[src/rtl/alu_exec_unit.sv]
// Multi-cycle RV32I/RV64I execute unit: ALU-control decode plus datapath, iterative shifts,
// and an optional radix-2 multiplier compiled in when ALU_MUL_EN is defined.
`timescale 1ns/1ps
module alu_exec_unit #(
    parameter int XLEN = 32
) (
    input  logic            clk,
    input  logic            reset,
    input  logic            in_valid,
    output logic            in_ready,
    input  logic [1:0]      ALUOp,
    input  logic            opb5,
    input  logic [2:0]      funct3,
    input  logic            funct7b5,
    input  logic            funct7b0,
    input  logic [XLEN-1:0] src_a,
    input  logic [XLEN-1:0] src_b,
    output logic            out_valid,
    input  logic            out_ready,
    output logic [XLEN-1:0] result,
    output logic            zero,
    output logic            illegal
);
    localparam int SHW = $clog2(XLEN);
    localparam int CW  = SHW + 1;

    typedef enum logic [1:0] {IDLE, BUSY, DONE} state_e;
    typedef enum logic [3:0] {
        OP_ADD, OP_SUB, OP_SLL, OP_SLT, OP_SLTU, OP_XOR, OP_SRL, OP_SRA,
        OP_OR, OP_AND, OP_MUL, OP_MULH, OP_MULHSU, OP_MULHU, OP_ILL
    } op_e;

    state_e          state_q;
    op_e             op_q;
    logic [XLEN-1:0] val_q;
    logic [CW-1:0]   cnt_q;
    logic            out_valid_q;
    logic [XLEN-1:0] result_q;
    logic            zero_q;
    logic            illegal_q;

    op_e             op_dec;
    logic [XLEN-1:0] simple_res;
    logic [XLEN-1:0] shift_step;
    logic [SHW-1:0]  shamt;
    logic            dec_is_shift;

    assign in_ready  = (state_q == IDLE) & ~reset;
    assign out_valid = out_valid_q;
    assign result    = result_q;
    assign zero      = zero_q;
    assign illegal   = illegal_q;
    assign shamt     = src_b[SHW-1:0];

    always_comb begin
        op_dec = OP_ILL;
        case (ALUOp)
            2'b00: op_dec = OP_ADD;
            2'b01: op_dec = OP_SUB;
            2'b10: begin
                if (opb5 & funct7b0) begin
`ifdef ALU_MUL_EN
                    case (funct3)
                        3'b000:  op_dec = OP_MUL;
                        3'b001:  op_dec = OP_MULH;
                        3'b010:  op_dec = OP_MULHSU;
                        3'b011:  op_dec = OP_MULHU;
                        default: op_dec = OP_ILL;
                    endcase
`else
                    op_dec = OP_ILL;
`endif
                end else begin
                    case (funct3)
                        3'b000:  op_dec = (opb5 & funct7b5) ? OP_SUB : OP_ADD;
                        3'b001:  op_dec = OP_SLL;
                        3'b010:  op_dec = OP_SLT;
                        3'b011:  op_dec = OP_SLTU;
                        3'b100:  op_dec = OP_XOR;
                        3'b101:  op_dec = funct7b5 ? OP_SRA : OP_SRL;
                        3'b110:  op_dec = OP_OR;
                        default: op_dec = OP_AND;
                    endcase
                end
            end
            default: op_dec = OP_ILL;
        endcase
    end

    assign dec_is_shift = (op_dec == OP_SLL) | (op_dec == OP_SRL) | (op_dec == OP_SRA);

    // Shifts only reach this path with shamt == 0, where the result is src_a unchanged.
    always_comb begin
        simple_res = '0;
        case (op_dec)
            OP_ADD:  simple_res = src_a + src_b;
            OP_SUB:  simple_res = src_a - src_b;
            OP_SLT:  simple_res = {{(XLEN-1){1'b0}}, ($signed(src_a) < $signed(src_b))};
            OP_SLTU: simple_res = {{(XLEN-1){1'b0}}, (src_a < src_b)};
            OP_XOR:  simple_res = src_a ^ src_b;
            OP_OR:   simple_res = src_a | src_b;
            OP_AND:  simple_res = src_a & src_b;
            OP_SLL, OP_SRL, OP_SRA: simple_res = src_a;
            default: simple_res = '0;
        endcase
    end

    always_comb begin
        shift_step = val_q >> 1;
        case (op_q)
            OP_SLL:  shift_step = val_q << 1;
            OP_SRA:  shift_step = {val_q[XLEN-1], val_q[XLEN-1:1]};
            default: shift_step = val_q >> 1;
        endcase
    end

`ifdef ALU_MUL_EN
    logic [2*XLEN-1:0] prod_q;
    logic              neg_q;
    logic              dec_is_mul;
    logic              busy_is_mul;
    logic              a_signed;
    logic              b_signed;
    logic [XLEN-1:0]   mag_a;
    logic [XLEN-1:0]   mag_b;
    logic [XLEN:0]     mul_sum;
    logic [2*XLEN-1:0] prod_step;
    logic [2*XLEN-1:0] prod_fin;
    logic [XLEN-1:0]   mul_res;

    assign dec_is_mul  = (op_dec == OP_MUL) | (op_dec == OP_MULH) |
                         (op_dec == OP_MULHSU) | (op_dec == OP_MULHU);
    assign busy_is_mul = (op_q == OP_MUL) | (op_q == OP_MULH) |
                         (op_q == OP_MULHSU) | (op_q == OP_MULHU);
    assign a_signed    = ((op_dec == OP_MULH) | (op_dec == OP_MULHSU)) & src_a[XLEN-1];
    assign b_signed    = (op_dec == OP_MULH) & src_b[XLEN-1];
    assign mag_a       = a_signed ? -src_a : src_a;
    assign mag_b       = b_signed ? -src_b : src_b;

    // Upper half accumulates the multiplicand while the multiplier drains out of the lower half.
    assign mul_sum   = {1'b0, prod_q[2*XLEN-1:XLEN]} + (prod_q[0] ? {1'b0, val_q} : '0);
    assign prod_step = {mul_sum, prod_q[XLEN-1:1]};
    assign prod_fin  = neg_q ? -prod_step : prod_step;
    assign mul_res   = (op_q == OP_MUL) ? prod_fin[XLEN-1:0] : prod_fin[2*XLEN-1:XLEN];
`endif

    always_ff @(posedge clk or posedge reset) begin
        if (reset) begin
            state_q     <= IDLE;
            op_q        <= OP_ADD;
            val_q       <= '0;
            cnt_q       <= '0;
            out_valid_q <= 1'b0;
            result_q    <= '0;
            zero_q      <= 1'b0;
            illegal_q   <= 1'b0;
`ifdef ALU_MUL_EN
            prod_q      <= '0;
            neg_q       <= 1'b0;
`endif
        end else begin
            case (state_q)
                IDLE: begin
                    if (in_valid) begin
                        op_q <= op_dec;
                        if (dec_is_shift && (shamt != '0)) begin
                            val_q   <= src_a;
                            cnt_q   <= {1'b0, shamt};
                            state_q <= BUSY;
`ifdef ALU_MUL_EN
                        end else if (dec_is_mul) begin
                            val_q   <= mag_a;
                            prod_q  <= {{XLEN{1'b0}}, mag_b};
                            neg_q   <= a_signed ^ b_signed;
                            cnt_q   <= CW'(XLEN);
                            state_q <= BUSY;
`endif
                        end else begin
                            result_q    <= simple_res;
                            zero_q      <= (simple_res == '0);
                            illegal_q   <= (op_dec == OP_ILL);
                            out_valid_q <= 1'b1;
                            state_q     <= DONE;
                        end
                    end
                end
                BUSY: begin
                    cnt_q <= cnt_q - 1'b1;
`ifdef ALU_MUL_EN
                    if (busy_is_mul) begin
                        prod_q <= prod_step;
                        if (cnt_q == CW'(1)) begin
                            result_q    <= mul_res;
                            zero_q      <= (mul_res == '0);
                            illegal_q   <= 1'b0;
                            out_valid_q <= 1'b1;
                            state_q     <= DONE;
                        end
                    end else
`endif
                    begin
                        val_q <= shift_step;
                        if (cnt_q == CW'(1)) begin
                            result_q    <= shift_step;
                            zero_q      <= (shift_step == '0);
                            illegal_q   <= 1'b0;
                            out_valid_q <= 1'b1;
                            state_q     <= DONE;
                        end
                    end
                end
                DONE: begin
                    if (out_ready) begin
                        out_valid_q <= 1'b0;
                        state_q     <= IDLE;
                    end
                end
                default: state_q <= IDLE;
            endcase
        end
    end
endmodule

[config.mk]
export PLATFORM = sky130hd
export DESIGN_NAME = alu_exec_unit
export DESIGN_NICKNAME = d
export VERILOG_FILES = /design/src/rtl/alu_exec_unit.sv
export SDC_FILE = /design/constraint.sdc
export NUM_CORES = 1
export LEC_CHECK = 0
export BUFFER_PORTS_ARGS = -buffer_cell sky130_fd_sc_hd__buf_2
export CAP_MARGIN = 15
export CORE_MARGIN = 4
export CORE_UTILIZATION = 55
export CTS_CLUSTER_DIAMETER = 120
export DETAILED_ROUTE_END_ITERATION = 10
export GPL_TIMING_DRIVEN = 1
export PLACE_DENSITY = 0.82
export SLEW_MARGIN = 20
export SYNTH_ARGS = -nofsm -noshare
export SYNTH_HDL_FRONTEND = slang
export SYNTH_SLANG_ARGS = --single-unit
[constraint.sdc]
create_clock -name clk -period 6.9 [get_ports clk]
set_clock_uncertainty 0.15 [all_clocks]
set_input_delay 0.345 -clock clk [delete_from_list [all_inputs] [get_ports clk]]
set_output_delay 0.345 -clock clk [all_outputs]
set_load 0.01 [all_outputs]
==> reports/metrics.yaml <==
synth_seq_cells: 79
synth_edf_count: 0
die_y_um: 143
wl_per_cell_um: 23.4
p_leak_nw: 4.97
place_congestion: 1.03
postCtsSetupRepairBufs: 0
clkSlewWorstSetupHoldPaths_ns: 0.06
vias: 11474
insertion_delay_ns: 0.34
status: "completed"
rrSetupSlack_ns: 3.53
p_clk_share_pct: 17.7
drv_slew: 0
worstMarginPinSlew_ns: 1.05
die_w_um: 143
post-route-util_pct: 61.7
synth_flop_cell: "dfrtp_1"
final_hold_viol_count: 0
final_common_cell: "nand2_1"
ys_warn_count: 0
portBuffers: 111
drtAntennaViolNets: 0
first_iter_violations: 1255
first_pass_iters: 6
setup_viol: 0
maxCapViolations: 0
grt.overflow.total: 0
final_layout_size_suffix_gt1_share_pct: 11.8
rsz0062_at_grt: "false"
regToRegEndpoint: "zero$_DFFE_PP0P_"
seqPwrFrac_pct: 35.1
tns_ns: 0
final.period_utilization_pct: 60.6
cp-endpoint: "zero$_DFFE_PP0P_"
grt_max_degree: 80
die-area_mm2: 0.0203
syn_area_mm2: 0.00996
cp_data_required_time_ns: 7.00
fillers: 1667
cts_resized: 0
start_util_pct: 56.8
use_met1_pct: 52.3
cts_max_level: 3
seq_area_mm2: 0.00198
critPathArrivalTime_ns: 4.28
drc: 0
period_needed_ns: 4.18
coreArea_mm2: 0.0175
antenna_found_initial: 3
finalWirelength_um: 39200
cts_buffers: 9
syn_nets: 1572
start_kind: "primary input"
cp-end-kind: "flop"
reg2reg_depth: 11
dp.final_hpwl_um: 29700
grt_pass1_wl_um: 59800
combPwrFrac_pct: 47.2
p_sw_mw: 1.09
vdd_ir_drop_max_v: 0.000260
ios: 112
grt_pass1_vias: 10614
timing.fmax_mhz: 239
layout_setup_ws_ns: 2.72
place_ws_ns: 2.47
power.density_mw_per_mm2: 220
cp_max_fo: 5
synth.distinct_cells: 94
multiInputGateArea_mm2: 0.00723
area_growth_pct: 8.73
slew_headroom_pct: 29.8
r2r_start: "state_q[0]$_DFFE_PP0P_"
cp-startpoint: "src_a[0]"
p_sw_share_pct: 45.9
p_int_mw: 1.29
clock_sinks: 79
grt_usage_pct: 37.3
critical_path_class: "primary input to flop"
use_met2_pct: 57.4
cts.path.max_buffers: 2
vias_per_cell: 6.85
num_rows: 48
hold_path_class: "primary input to flop"
async_flop_share_pct: 100
synth_cells: 1395
nNetsFinal: 1623
holdBufCountCts: 0
num_antenna_cells: 0
grt.busiest_layer: "met2"
cts_tree: "yes"
final_cell_mix: "nand2_1 (199), o21ai_0 (151), buf_2 (111)"
synth-seq-area-share_pct: 19.9
avgSynthCellArea_um2: 7.14
grtUsageMet3_pct: 6.96
clock_tree.root_cell: "clkbuf_16"
cell usage after synthesis (9+ instances only):
cell type / n / area (µm²)
a22oi_1: 12 / 90.1
nand4_1: 10 / 62.6
a21oi_1: 107 / 536
mux2i_1: 11 / 110
nand2_1: 199 / 747
nor4_1: 16 / 100
clkbuf_1: 62 / 233
nor2_1: 97 / 364
buf_2: 14 / 70.1
inv_1: 103 / 387
nand2b_1: 10 / 62.6
nor3_1: 38 / 190
nand3_1: 49 / 245
o31ai_1: 21 / 158
a211oi_1: 18 / 135
ha_1: 99 / 1240
a221oi_1: 9 / 78.8
dfrtp_1: 79 / 1980
o211ai_1: 18 / 135
a31oi_1: 22 / 138
nor2b_1: 13 / 81.3
a311oi_1: 9 / 78.8
a221o_1: 12 / 120
a21o_1: 15 / 113
o21ai_0: 151 / 756
worst max-delay path, cell delays in order:
cell and delay (ns):
buf_2 0.17, inv_1 0.08, ha_1 0.23, inv_1 0.07
fa_1 0.22, nand2b_1 0.11, a2111o_1 0.51, a211oi_1 0.74
o311ai_1 0.16, nand3b_1 0.27, a21oi_1 0.18, a221oi_1 0.57
and4bb_1 0.27, nand4_1 0.11, o31ai_2 0.22
per-stage QoR:
step	instance area (µm²)	power [mW]	hold slack [ns]	cells
6_report	10800	2.38	0.0502	1674
5_1_grt	10800	2.52	0.0850	1674
4_1_cts	10800	2.34	0.0518	1674
3_5_place_dp	10600	1.92	0.314	1660
3_3_place_gp	10600	1.90	0.305	1660
2_1_floorplan	9960	1.51	0.291	1395
routing by layer:
layer / share of wire [%] / wire length, µm / up-vias
met5: 0.084 / 33 / -
met4: 3.9 / 1510 / 6
met3: 12 / 4610 / 136
met2: 44 / 17200 / 761
met1: 40 / 15800 / 5358
li1: - / - / 5213
flip-flops by register name, indices dropped and copies added (netlist names):
register	cells
result	32
state_q	2
val_q	32
zero	1
cnt_q	6
op_q	4
illegal	1
out_valid	1
layout make-up:
cell class / instances / share of cell area (%)
Clock inverter: 4 / 0.231
Sequential cell: 79 / 18.3
Multi-Input combinational cell: 1123 / 66.8
Clock buffer: 10 / 2.11
Inverter: 103 / 3.58
Tap cell: 225 / 2.60
Timing Repair Buffer: 130 / 6.45
power by group through the flow:
| stage | Combinational (mW) | Clock, mW | Sequential (mW) |
|---|---|---|---|
| 5_1_grt | 1.23 | 0.441 | 0.854 |
| 2_1_floorplan | 0.701 | 0 | 0.809 |
| 4_1_cts | 1.10 | 0.421 | 0.827 |
| 3_3_place_gp | 1.07 | 0 | 0.828 |
| 6_report | 1.12 | 0.423 | 0.835 |
| 3_5_place_dp | 1.09 | 0 | 0.829 |
kinds of logic (layout without fill, tap and decap cells):
family | Yosys count | count (layout) | share of synthesized area, %
AO/OA/AOI/OAI | 507 | 507 | 34.1
XOR/XNOR | 12 | 12 | 1.06
adder cells (fa/ha/maj) | 101 | 101 | 12.8
buffers and inverters | 193 | 247 | 7.90
flip-flops | 79 | 79 | 19.9
multiplexers | 12 | 12 | 1.22
AND/OR/NAND/NOR | 491 | 491 | 23.0
how the worst min path moves through the flow:
stage	start	end	slack, ns	depth (start not counted)
final	out_ready	state_q[1]$_DFFE_PP0P_	0.05	2
after global placement	op_q[3]$_DFFE_PP0P_	op_q[3]$_DFFE_PP0P_	0.31	2
after CTS	out_ready	state_q[1]$_DFFE_PP0P_	0.05	2
after floorplan	op_q[3]$_DFFE_PP0P_	op_q[3]$_DFFE_PP0P_	0.29	2
after global routing	out_ready	state_q[1]$_DFFE_PP0P_	0.09	2
after detailed placement	result[9]$_DFFE_PP0P_	result[9]$_DFFE_PP0P_	0.31	2
No activity file was read; power rests on OpenSTA's default activity.
